<file path="config.mk">
export PLATFORM = sky130hd
export DESIGN_NAME = mem_burst_arbiter
export DESIGN_NICKNAME = d
export VERILOG_FILES = /design/src/rtl/burst_types.sv /design/src/rtl/line_burst_buffer.sv /design/src/rtl/mem_burst_arbiter.sv
export SDC_FILE = /design/constraint.sdc
export NUM_CORES = 1
export LEC_CHECK = 0
export ABC_AREA = 1
export BUFFER_PORTS_ARGS = -buffer_cell sky130_fd_sc_hd__buf_4
export CAP_MARGIN = 10
export CORE_AREA = 3 3 392 394
export DETAILED_ROUTE_END_ITERATION = 8
export DIE_AREA = 0 0 395 397
export MAX_ROUTING_LAYER = met4
export PLACE_DENSITY = 0.47
export SLEW_MARGIN = 20
export SYNTH_ARGS = -nofsm -noshare
export SYNTH_HDL_FRONTEND = slang
export SYNTH_SLANG_ARGS = --single-unit
export TNS_END_PERCENT = 1
</file>
<file path="constraint.sdc">
create_clock -name clk -period 2.3 [get_ports clk]
set_input_delay 0.345 -clock clk [delete_from_list [all_inputs] [get_ports clk]]
set_output_delay 0.345 -clock clk [all_outputs]
set_load 0.05 [all_outputs]
</file>
<file path="src/rtl/burst_types.sv">
`default_nettype none
// ============================================================================
// Module      : burst_types (package)
// Description : Shared types and default geometry for the cache-to-memory
//               burst arbiter: line/beat widths, beat count and the arbiter
//               state encoding.
// Revision    : 1.0 - initial release
// ============================================================================
package burst_types;

  // Default geometry: one 256-bit cache line moved as four 64-bit beats.
  localparam int c_LINE_W  = 256;
  localparam int c_BURST_W = 64;
  localparam int c_BEATS   = 4;

  typedef enum logic [2:0] {
    IDLE = 3'd0,
    I_RD = 3'd1,
    D_RD = 3'd2,
    D_WR = 3'd3,
    DONE = 3'd4
  } burst_state_e;

endpackage
`default_nettype wire

</file>
<file path="src/rtl/line_burst_buffer.sv">
`default_nettype none
// ============================================================================
// Module      : line_burst_buffer
// Description : Beat counter plus line assembly (read) and disassembly
//               (write) registers. Read beats are stored into the slot
//               selected by the counter; the write line is presented one beat
//               at a time. The counter wraps to zero after the last beat.
// Ports       : clk, reset_n  - clock, async active-low reset
//               i_load_wr     - capture i_wline as the line to write
//               i_wline       - writeback line
//               i_rd_beat     - store i_rbeat into current slot, advance
//               i_wr_beat     - current write beat accepted, advance
//               i_rbeat       - incoming read beat
//               o_rline       - assembled read line (held until overwritten)
//               o_wbeat       - write beat selected by the counter
//               o_last        - counter is at the final beat
// Revision    : 1.0 - initial release
// ============================================================================
module line_burst_buffer
  import burst_types::*;
#(
  parameter int LINE_W  = c_LINE_W,
  parameter int BURST_W = c_BURST_W,
  parameter int BEATS   = c_BEATS
) (
  input  logic               clk,
  input  logic               reset_n,
  input  logic               i_load_wr,
  input  logic [LINE_W-1:0]  i_wline,
  input  logic               i_rd_beat,
  input  logic               i_wr_beat,
  input  logic [BURST_W-1:0] i_rbeat,
  output logic [LINE_W-1:0]  o_rline,
  output logic [BURST_W-1:0] o_wbeat,
  output logic               o_last
);

  localparam int CNT_W = (BEATS > 1) ? $clog2(BEATS) : 1;

  logic [CNT_W-1:0]  r_cnt;
  logic [LINE_W-1:0] r_rline;
  logic [LINE_W-1:0] r_wline;
  logic              w_last;

  assign w_last = (r_cnt == CNT_W'(BEATS - 1));

  always_ff @(posedge clk or negedge reset_n) begin
    if (!reset_n) begin
      r_cnt   <= '0;
      r_rline <= '0;
      r_wline <= '0;
    end else begin
      if (i_load_wr) begin
        r_wline <= i_wline;
      end
      if (i_rd_beat) begin
        r_rline[int'(r_cnt) * BURST_W +: BURST_W] <= i_rbeat;
      end
      if (i_rd_beat || i_wr_beat) begin
        // Explicit clear keeps the wrap correct even if BEATS is not a power of two.
        r_cnt <= w_last ? '0 : r_cnt + CNT_W'(1);
      end
    end
  end

  assign o_rline = r_rline;
  assign o_wbeat = r_wline[int'(r_cnt) * BURST_W +: BURST_W];
  assign o_last  = w_last;

endmodule
`default_nettype wire

</file>
<file path="src/rtl/mem_burst_arbiter.sv">
`default_nettype none
// ============================================================================
// Module      : mem_burst_arbiter
// Description : Arbitrates icache line reads and dcache line reads/writebacks
//               onto a single burst memory port. Ties are broken in favour of
//               the port not granted last; a dcache read+write is a write.
// Ports       : clk, reset_n             - clock, async active-low reset
//               i_read, i_addr           - icache line read request
//               i_rdata, i_resp          - icache line and completion pulse
//               d_read, d_write, d_addr, d_wdata - dcache request
//               d_rdata, d_resp          - dcache line and completion pulse
//               mem_read, mem_write, mem_addr, mem_wdata - memory burst
//               mem_rdata, mem_resp      - memory beat data / handshake
// Revision    : 1.0 - initial release
// ============================================================================
module mem_burst_arbiter
  import burst_types::*;
#(
  parameter int LINE_W  = c_LINE_W,
  parameter int BURST_W = c_BURST_W,
  parameter int BEATS   = c_BEATS
) (
  input  logic               clk,
  input  logic               reset_n,
  input  logic               i_read,
  input  logic [31:0]        i_addr,
  output logic [LINE_W-1:0]  i_rdata,
  output logic               i_resp,
  input  logic               d_read,
  input  logic               d_write,
  input  logic [31:0]        d_addr,
  input  logic [LINE_W-1:0]  d_wdata,
  output logic [LINE_W-1:0]  d_rdata,
  output logic               d_resp,
  output logic               mem_read,
  output logic               mem_write,
  output logic [31:0]        mem_addr,
  output logic [BURST_W-1:0] mem_wdata,
  input  logic [BURST_W-1:0] mem_rdata,
  input  logic               mem_resp
);

  burst_state_e r_state;
  logic         r_last_d;     // 1: dcache was granted last, 0: icache
  logic [31:0]  r_addr;
  logic         r_mem_read;
  logic         r_mem_write;
  logic         r_i_resp;
  logic         r_d_resp;

  logic              w_d_req;
  logic              w_pick_d;
  logic              w_pick_i;
  logic              w_load_wr;
  logic              w_rd_beat;
  logic              w_wr_beat;
  logic              w_last;
  logic [LINE_W-1:0] w_rline;
  logic              w_unused_addr;

  // Line-aligned addressing: the low offset bits never reach memory.
  assign w_unused_addr = &{1'b0, i_addr[4:0], d_addr[4:0]};

  assign w_d_req  = d_read | d_write;
  // dcache wins when alone, or on a tie when icache had the last grant.
  assign w_pick_d = w_d_req && (!i_read || !r_last_d);
  assign w_pick_i = i_read && !w_pick_d;

  assign w_load_wr = (r_state == IDLE) && w_pick_d && d_write;
  assign w_rd_beat = mem_resp && ((r_state == I_RD) || (r_state == D_RD));
  assign w_wr_beat = mem_resp && (r_state == D_WR);

  always_ff @(posedge clk or negedge reset_n) begin
    if (!reset_n) begin
      r_state     <= IDLE;
      r_last_d    <= 1'b0;
      r_addr      <= '0;
      r_mem_read  <= 1'b0;
      r_mem_write <= 1'b0;
      r_i_resp    <= 1'b0;
      r_d_resp    <= 1'b0;
    end else begin
      r_i_resp <= 1'b0;
      r_d_resp <= 1'b0;
      case (r_state)
        IDLE: begin
          if (w_pick_d) begin
            r_addr   <= {d_addr[31:5], 5'b0};
            r_last_d <= 1'b1;
            if (d_write) begin
              r_state     <= D_WR;
              r_mem_write <= 1'b1;
            end else begin
              r_state    <= D_RD;
              r_mem_read <= 1'b1;
            end
          end else if (w_pick_i) begin
            r_addr     <= {i_addr[31:5], 5'b0};
            r_last_d   <= 1'b0;
            r_state    <= I_RD;
            r_mem_read <= 1'b1;
          end
        end
        I_RD, D_RD: begin
          if (mem_resp && w_last) begin
            r_state    <= DONE;
            r_mem_read <= 1'b0;
            r_i_resp   <= (r_state == I_RD);
            r_d_resp   <= (r_state == D_RD);
          end
        end
        D_WR: begin
          if (mem_resp && w_last) begin
            r_state     <= DONE;
            r_mem_write <= 1'b0;
            r_d_resp    <= 1'b1;
          end
        end
        // Requests still held here are deliberately ignored until IDLE.
        DONE:    r_state <= IDLE;
        default: r_state <= IDLE;
      endcase
    end
  end

  line_burst_buffer #(
    .LINE_W  (LINE_W),
    .BURST_W (BURST_W),
    .BEATS   (BEATS)
  ) u_buf (
    .clk       (clk),
    .reset_n   (reset_n),
    .i_load_wr (w_load_wr),
    .i_wline   (d_wdata),
    .i_rd_beat (w_rd_beat),
    .i_wr_beat (w_wr_beat),
    .i_rbeat   (mem_rdata),
    .o_rline   (w_rline),
    .o_wbeat   (mem_wdata),
    .o_last    (w_last)
  );

  assign i_rdata   = w_rline;
  assign d_rdata   = w_rline;
  assign i_resp    = r_i_resp;
  assign d_resp    = r_d_resp;
  assign mem_read  = r_mem_read;
  assign mem_write = r_mem_write;
  assign mem_addr  = r_addr;

endmodule
`default_nettype wire

</file>
==> results.md, run 1 <==
- Status: complete, but fails checks
- Failing checks: negative setup slack
- Compound-cell area share of the yosys netlist: 8.89%
- Final WS setup: -0.203 ns
- Skew final: 0.0234 ns
- Top cells by area, synth: dfrtp_1, nand2_1, buf_4
- I/O Buffers: 986
- Max Cap Viol: 0
- Crit-path cells: buf_16 > buf_16 > buf_12 > o21ai_1 > o22ai_2 > buf_6
- Predominant post-synthesis flop cell: dfrtp_1
- F_max: 400 MHz
- Row count: 142
- Clock sinks: 549
- FILL cells: 16.2k
- Yosys cell types: 24
- Global-route wire length before repair: 193 mm
- Synthesized cell area: 25900 um2
- Initial antenna violation count: 26
- Top cell by count, worst path: buf_16
- Area growth, synth to finish: 61.8%
- Final setup viols: 64
- Core footprint: 150000 um2
- Placer Congestion: 0.904
- #FFs+latches synth: 549
- Max-slew headroom: 47.7%
- Critical Path AT: 2.16 ns
- 1st-iter DRT viols: 1867
- Worst reg2reg path depth: 7
- VDD IR max: 0.919 mV
- Post-route cell area: 41900 um2
- Transition time of the tightest slew-check pin: 0.785 ns
- Static leakage power: 20.7 nW
- Final #Nets: 4718
- CP required: 1.96 ns
- Die area: 157000 um2
- Mux cell area share after synthesis: 0%
- Die width: 395 um
- CP Launch Type: register
- Vias in the first global route: 26.4k
- Setup total negative slack: -8.96 ns
- CP Class: reg -> out
- Sequential cell area fraction in the yosys report: 53.0%
- Largest net degree at the start of global routing: 96
- Longest Clk Path Bufs: 3
- Synth async-reset ratio: 100%
- Clock transition at path regs: 0.05 ns
- Avg WL per Cell: 21.7 um
- FF/Latch Area: 13700 um2
- Critical path origin: u_buf.r_cnt[0]$_DFFE_PN0P_
- Yosys warnings: 0
- Crit path time final: 2.50 ns
- Multi-input gate area: 9510 um2
- Post-synth top area share: 53.0%
- Area after DPL: 34500 um2
- Hpwl dp: 102 mm
- CTS root buf: clkbuf_16
- Crit-path slowest cell: dfrtp_4
- Share of layout cells above drive strength 1: 31.1%
- TritonCTS Buffers: 72
- Detailed Routing Iterations Pass 1: 5
- Synth Area in Adders: 0.241%
- Antenna-violating nets left: 0
- Most frequent cell after synthesis: nand2_1
- Worst-path fanout max: 8
- Power Density: 1750 nW/um2
- Power consumption: 73.4 mW
- Hold EP: u_buf.r_wline[127]$_DFFE_PN0P_
- Worst reg2reg setup slack: 0.13 ns
- Reg-to-Reg End: mem_addr[12]$_DFFE_PN0P_
- Avg Cell Area, Syn: 8.11 um2
- Main combinational cell family by area after synthesis: simple AND/OR/NAND/NOR gates
- GRT Total Usage: 17.3%
- CP max stage delay: 0.53 ns
- XOR/XNOR Fraction of Synth Area: 0%
- I/O Pins: 1002
- Initial Util: 17.3%
- Cells after Synth: 3196
- GRT overflow: 0
- Worst hold path type: in -> reg
- CTS tree: yes
- Vias: 26.2k
- Total wire length: 139 mm
- Tcrit/Tclk final: 109%
- Via density per instance: 4.09
- Synth top cells by count: nand2_1, dfrtp_1, buf_4, nor2_1, o21ai_0
- Final Hold Fails: 0
- Cell taking the most area after synthesis: dfrtp_1
- RSZ-0062 raised after global routing: true
- DRC errors left: 0
- Simple-gate portion of the synthesized area: 25.7%
- FF-to-FF Start: r_last_d$_DFFE_PN0P_
- Count of flip-flops with a built-in enable after synthesis: 0
- Setup crit end kind: primary output
- Max Transition Viols Final: 0
- Worst hold start: d_wdata[127]
- Worst-skew pair later-pin latency: 0.64 ns
- Die height: 397 um
- H-tree Lvls: 3
- Hold Path Cell Cnt: 3
-- layout make-up --
type / count / area share, %
Sequential cell: 549 / 32.8
Timing Repair Buffer: 1528 / 32.6
Multi-Input combinational cell: 2148 / 22.7
Tap cell: 2016 / 6.02
Clock buffer: 102 / 4.93
Clock inverter: 20 / 0.588
Inverter: 24 / 0.298
Antenna cell: 19 / 0.113
-- power breakdown --
part	total (mW)	internal, mW	switching [mW]
clock network	11.3	6.70	4.57
registers	17.4	13.6	3.77
logic	44.8	13.9	30.9
total	73.4	34.2	39.2
-- critical path: cells and delay by family, from the launching register on --
kind            cells  cell delay [ns]
buf+inv             4             0.68
flops               1             0.53
compound gates      2             0.30
-- how the worst max path moves through the flow --
stage	cells past startpoint	slack (ns)	to
6_report	6	-0.20	mem_wdata[25]
5_1_grt	6	-0.32	mem_wdata[39]
4_1_cts	6	-0.37	mem_wdata[41]
3_5_place_dp	5	0.08	mem_wdata[6]
3_3_place_gp	5	0.07	mem_wdata[6]
2_1_floorplan	6	0.06	mem_wdata[60]
-- routing by layer --
metal	routed length, um	vias to the layer above	global-route usage [%]
li1	-	12300	-
met1	57500	12800	20.8
met2	68400	958	28.8
met3	8780	179	4.09
met4	4460	0	5.14
met5	0	-	-
-- flip-flops by register name, indices dropped and copies added, names as in the netlist --
signal and cells:
i_resp 1, mem_addr 27, mem_read 1, u_buf.o_rline 256, u_buf.r_wline 256, r_last_d 1
u_buf.r_cnt 2, r_state 3, d_resp 1, mem_write 1
-- through the flow --
stage / hold WS, ns / setup slack, ns / std cells / util, %
2_1_floorplan: 0.0494 / 0.0565 / 3200 / -
3_3_place_gp: 0.264 / 0.0721 / 5863 / 23.0
3_5_place_dp: 0.264 / 0.0781 / 5863 / 23.0
4_1_cts: 0.00941 / -0.365 / 6375 / 27.6
5_1_grt: 0.0311 / -0.318 / 6403 / 27.9
6_report: 0.0829 / -0.203 / 6406 / 27.9
-- logic make-up after synthesis --
| family | Yosys count |
|---|---|
| AO/OA/AOI/OAI | 444 |
| adder cells (fa/ha/maj) | 5 |
| buffers and inverters | 503 |
| flip-flops | 549 |
| other | 1 |
| AND/OR/NAND/NOR | 1694 |
-- placed cells by master (no fill, tap or decap), types with 6 or more instances in the layout --
cell	n
a21oi_1	57
buf_12	49
buf_16	19
buf_4	1032
buf_6	44
buf_8	9
clkbuf_1	16
clkbuf_16	75
clkbuf_8	13
clkinv_2	9
dfrtp_1	547
diode_2	19
dlygate4sd3_1	373
inv_1	12
inv_2	6
nand2_1	1301
nand3_1	98
nand4_1	60
nor2_1	199
nor2_2	17
nor2_4	11
o21ai_0	114
o21ai_1	185
o21ai_2	19
o22ai_1	38
o22ai_2	25
-- what timing repair did --
action / CTS / global route
endpoints found under the setup margin: 64 / 202
hold buffers: 373 / 0
setup buffers: 7 / 15
pin swaps: 17 / 31
cloned: 10 / 3
gates resized for setup: 115 / 144
endpoints found under the hold margin: 662 / 0
Note: power is estimated with default switching activity, not from simulation.
==> inputs of run 2 (changes only) <==
ABC_AREA = 0   (was 1)
CORE_AREA = 3 3 394 396   (was 3 3 392 394)
CTS_CLUSTER_DIAMETER = 60   (was not set)
DIE_AREA = 0 0 397 399   (was 0 0 395 397)
==> run 2 against run 1 <==
Net effect: the run still ends with negative setup slack left; clock power up 7%; total power down 3.4%; sequential power about the same; hold slack better by 0.082 ns; non-clock buffer count down 43; synthesized cell count down 32%; clock-buffer cell count up 9; first-iteration DRC count down 43%; global-route usage down 1.7 points; critical endpoint is now mem_wdata[19].
==> results.md, run 2 <==
- CP max stage delay: 0.51 ns (-0.02 ns)
- Share of layout cells above drive strength 1: 38.3% (+7.2 points)
- Largest net degree at the start of global routing: 61 (-36%)
- Post-route cell area: 41700 um2 (-0.51%)
- Avg Cell Area, Syn: 12.1 um2 (+49%)
- Critical Path AT: 2.30 ns (+0.14 ns)
- Tcrit/Tclk final: 115% (+6.2 points)
- Core footprint: 152000 um2 (+1.2%)
- Avg WL per Cell: 22.6 um (+4.0%)
- Top cells by area, synth: dfrtp_1, mux2_1, mux2i_1
- Setup crit end kind: primary output
- Via density per instance: 3.72 (-9.0%)
- Critical path's top delay family: buffers and inverters
- Total wire length: 124 mm (-11%)
- Predominant post-synthesis flop cell: dfrtp_1
- Die height: 399 um (+0.50%)
- Commonest non-fill, non-tap cells in the layout: buf_4, dfrtp_1, dlygate4sd3_1, nand2_1, inv_1
- Place WS: 0.145 ns (+0.0667 ns)
- Failing checks: negative setup slack
- Crit-path cells: buf_12 > buf_16 > buf_12 > mux4_2 > buf_6
- Vias: 20.4k (-22%)
- Final WS setup: -0.345 ns (-0.142 ns)
- #FFs+latches synth: 549 (unchanged)
- Area growth, synth to finish: 59.2%
- CP Class: reg -> out
- Worst-skew pair later-pin latency: 0.65 ns (about the same)
- Worst hold path type: in -> reg
- RSZ-0062 raised after global routing: true
- Static leakage power: 19.2 nW (-7.5%)
- Skew final: 0.0203 ns (-0.00315 ns)
- Synthesized cell area: 26200 um2 (+1.1%)
- Max Transition Viols Final: 0 (unchanged)
- Most common cell after layout, fill and taps aside: buf_4
- 1st-iter DRT viols: 1068 (-43%)
- Longest Clk Path Bufs: 3 (unchanged)
- GRT Total Usage: 15.6% (-1.7 points)
- Clock transition at path regs: 0.05 ns (about the same)
- Count of flip-flops with a built-in enable after synthesis: 0 (unchanged)
- Status: complete, but fails checks
- Hpwl dp: 97.4 mm (-4.2%)
- Yosys warnings: 0 (unchanged)
- Crit path time final: 2.65 ns (+0.142 ns)
- Max-slew headroom: 49.5% (+1.8 points)
- H-tree Lvls: 3 (unchanged)
- Global-route wire length before repair: 170 mm (-12%)
- Initial Util: 17.2% (about the same)
- DRC errors left: 0 (unchanged)
- TritonCTS Buffers: 80 (+11%)
- Post-synth top area share: 52.5% (-0.57 points)
- Initial antenna violation count: 33 (+27%)
- Area after DPL: 34800 um2 (+0.70%)
- Max Cap Viol: 0 (unchanged)
- Top cell by count, worst path: buf_12
- Cells after DPL: 4928 (-16%)
- Cell taking the most area after synthesis: dfrtp_1
- Most frequent cell after synthesis: dfrtp_1
- Crit-path slowest cell: dfrtp_4
- Die width: 397 um (+0.51%)
- Worst-path fanout max: 4 (-4)
- Synth async-reset ratio: 100% (unchanged)
- VDD IR max: 1.03 mV (+12%)
- Antenna-violating nets left: 0 (unchanged)
- Placer Congestion: 0.858 (-5.1%)
- FF/Latch Area: 13700 um2 (about the same)
- CP Launch Type: register
- Vias in the first global route: 21.7k (-18%)
- FILL cells: 15.8k (-2.5%)
- Multi-input gate area: 8810 um2 (-7.3%)
- Synth top cells by count: dfrtp_1, nand2_1, buf_4, inv_1, mux2_1
- Final Hold Fails: 0 (unchanged)
- I/O Pins: 1002 (unchanged)
- Power consumption: 70.9 mW (-3.4%)
- Detailed Routing Iterations Pass 1: 5 (unchanged)
- Power Density: 1700 nW/um2 (-2.9%)
- Cells after Synth: 2169 (-32%)
- Worst path buffer plus inverter count: 4 (unchanged)
- Transition time of the tightest slew-check pin: 0.757 ns (-0.0274 ns)
- Sequential cell area fraction in the yosys report: 52.5% (-0.57 points)
- Clock sinks: 549 (unchanged)
- CP required: 1.96 ns (about the same)
- I/O Buffers: 986 (unchanged)
- GRT overflow: 0 (unchanged)
- Die area: 158000 um2 (+1.0%)
- CTS root buf: clkbuf_16
- CTS tree: yes
- Final setup viols: 64 (unchanged)
- Row count: 143 (+0.70%)
- Fin cells: 5482 (-14%)
- Yosys cell types: 39 (+63%)
- F_max: 378 MHz (-5.4%)
- Final #Nets: 3759 (-20%)
==> run 2: worst paths after layout <==
path | cells past startpoint | slack (ns) | start | to
worst max-delay path | 5 | -0.35 | u_buf.r_cnt[0]$_DFFE_PN0P_ | mem_wdata[19]
min in group asynchronous | 2 | 0.33 | reset_n | u_buf.r_wline[6]$_DFFE_PN0P_
worst max register to register | 8 | 0.11 | u_buf.r_cnt[0]$_DFFE_PN0P_ | u_buf.o_rline[14]$_DFFE_PN0P_
worst min register to register | 1 | 0.48 | u_buf.r_wline[170]$_DFFE_PN0P_ | u_buf.r_wline[170]$_DFFE_PN0P_
max in group asynchronous | 3 | 1.06 | reset_n | u_buf.r_wline[146]$_DFFE_PN0P_
worst min-delay path | 4 | 0.17 | d_read | r_state[0]$_DFFE_PN0P_
==> run 2: logic make-up (layout without fill, tap and decap cells) <==
family	after synthesis	in the layout	share of synthesized area (%)
fa+ha+maj	5	5	0.239
buf+inv	636	1886	14.3
flops	549	549	52.5
compound gates	64	64	1.45
mux	578	578	26.4
simple gates	335	335	5.09
xor+xnor	1	1	0.0334
other cells	1	34	0.0143
==> run 2: layer usage <==
layer  track usage (%)  share of wire [%]  up-vias
met4              4.84                2.8        0
li1                  -                  -     9301
met5                 -                  0        -
met3              4.62                7.4      142
met2              25.8                 49      726
met1              18.3                 41    10200
==> run 2: worst reg2reg max path: stages (launching register included) <==
cell       delay [ns]
dfrtp_4          0.51
buf_12           0.15
bufbuf_16        0.30
buf_6            0.15
nor3b_4          0.28
buf_12           0.21
buf_12           0.19
nand2_1          0.20
mux2i_1          0.14
==> run 2: area by class of cell <==
cell class	count	share of cell area, %
flip-flops and latches	549	33.0
repair buffers	1485	31.1
multi-input cells	988	21.1
well taps	2030	6.09
clock buffers	111	5.39
inverters	260	2.34
clock inverters	30	0.771
diodes	29	0.174
==> run 2: timing repair <==
item                                    in CTS  in global routing
setup buffers                                2                  0
endpoints found under the hold margin      577                  0
endpoints found under the setup margin      64                105
gates cloned                                 4                  0
resized for setup                           77                 16
pin swaps                                    0                  1
hold buffers                               378                  0
==> run 2: metrics by stage <==
step	util, %	setup TNS [ns]	hold slack [ns]
6_report	27.5	-16.04	0.165
5_1_grt	27.5	-23.08	0.142
4_1_cts	27.4	-24.78	0.0683
3_5_place_dp	22.9	0	0.426
3_3_place_gp	22.9	0	0.426
2_1_floorplan	-	-3.02	0.0494
==> run 2: report_power, final <==
| group | switching [mW] | internal (mW) | total [mW] | leakage (nW) |
|---|---|---|---|---|
| registers | 3.42 | 13.9 | 17.3 | 6.93 |
| clock network | 4.78 | 7.30 | 12.1 | 1.25 |
| logic | 27.5 | 14.0 | 41.5 | 11.0 |
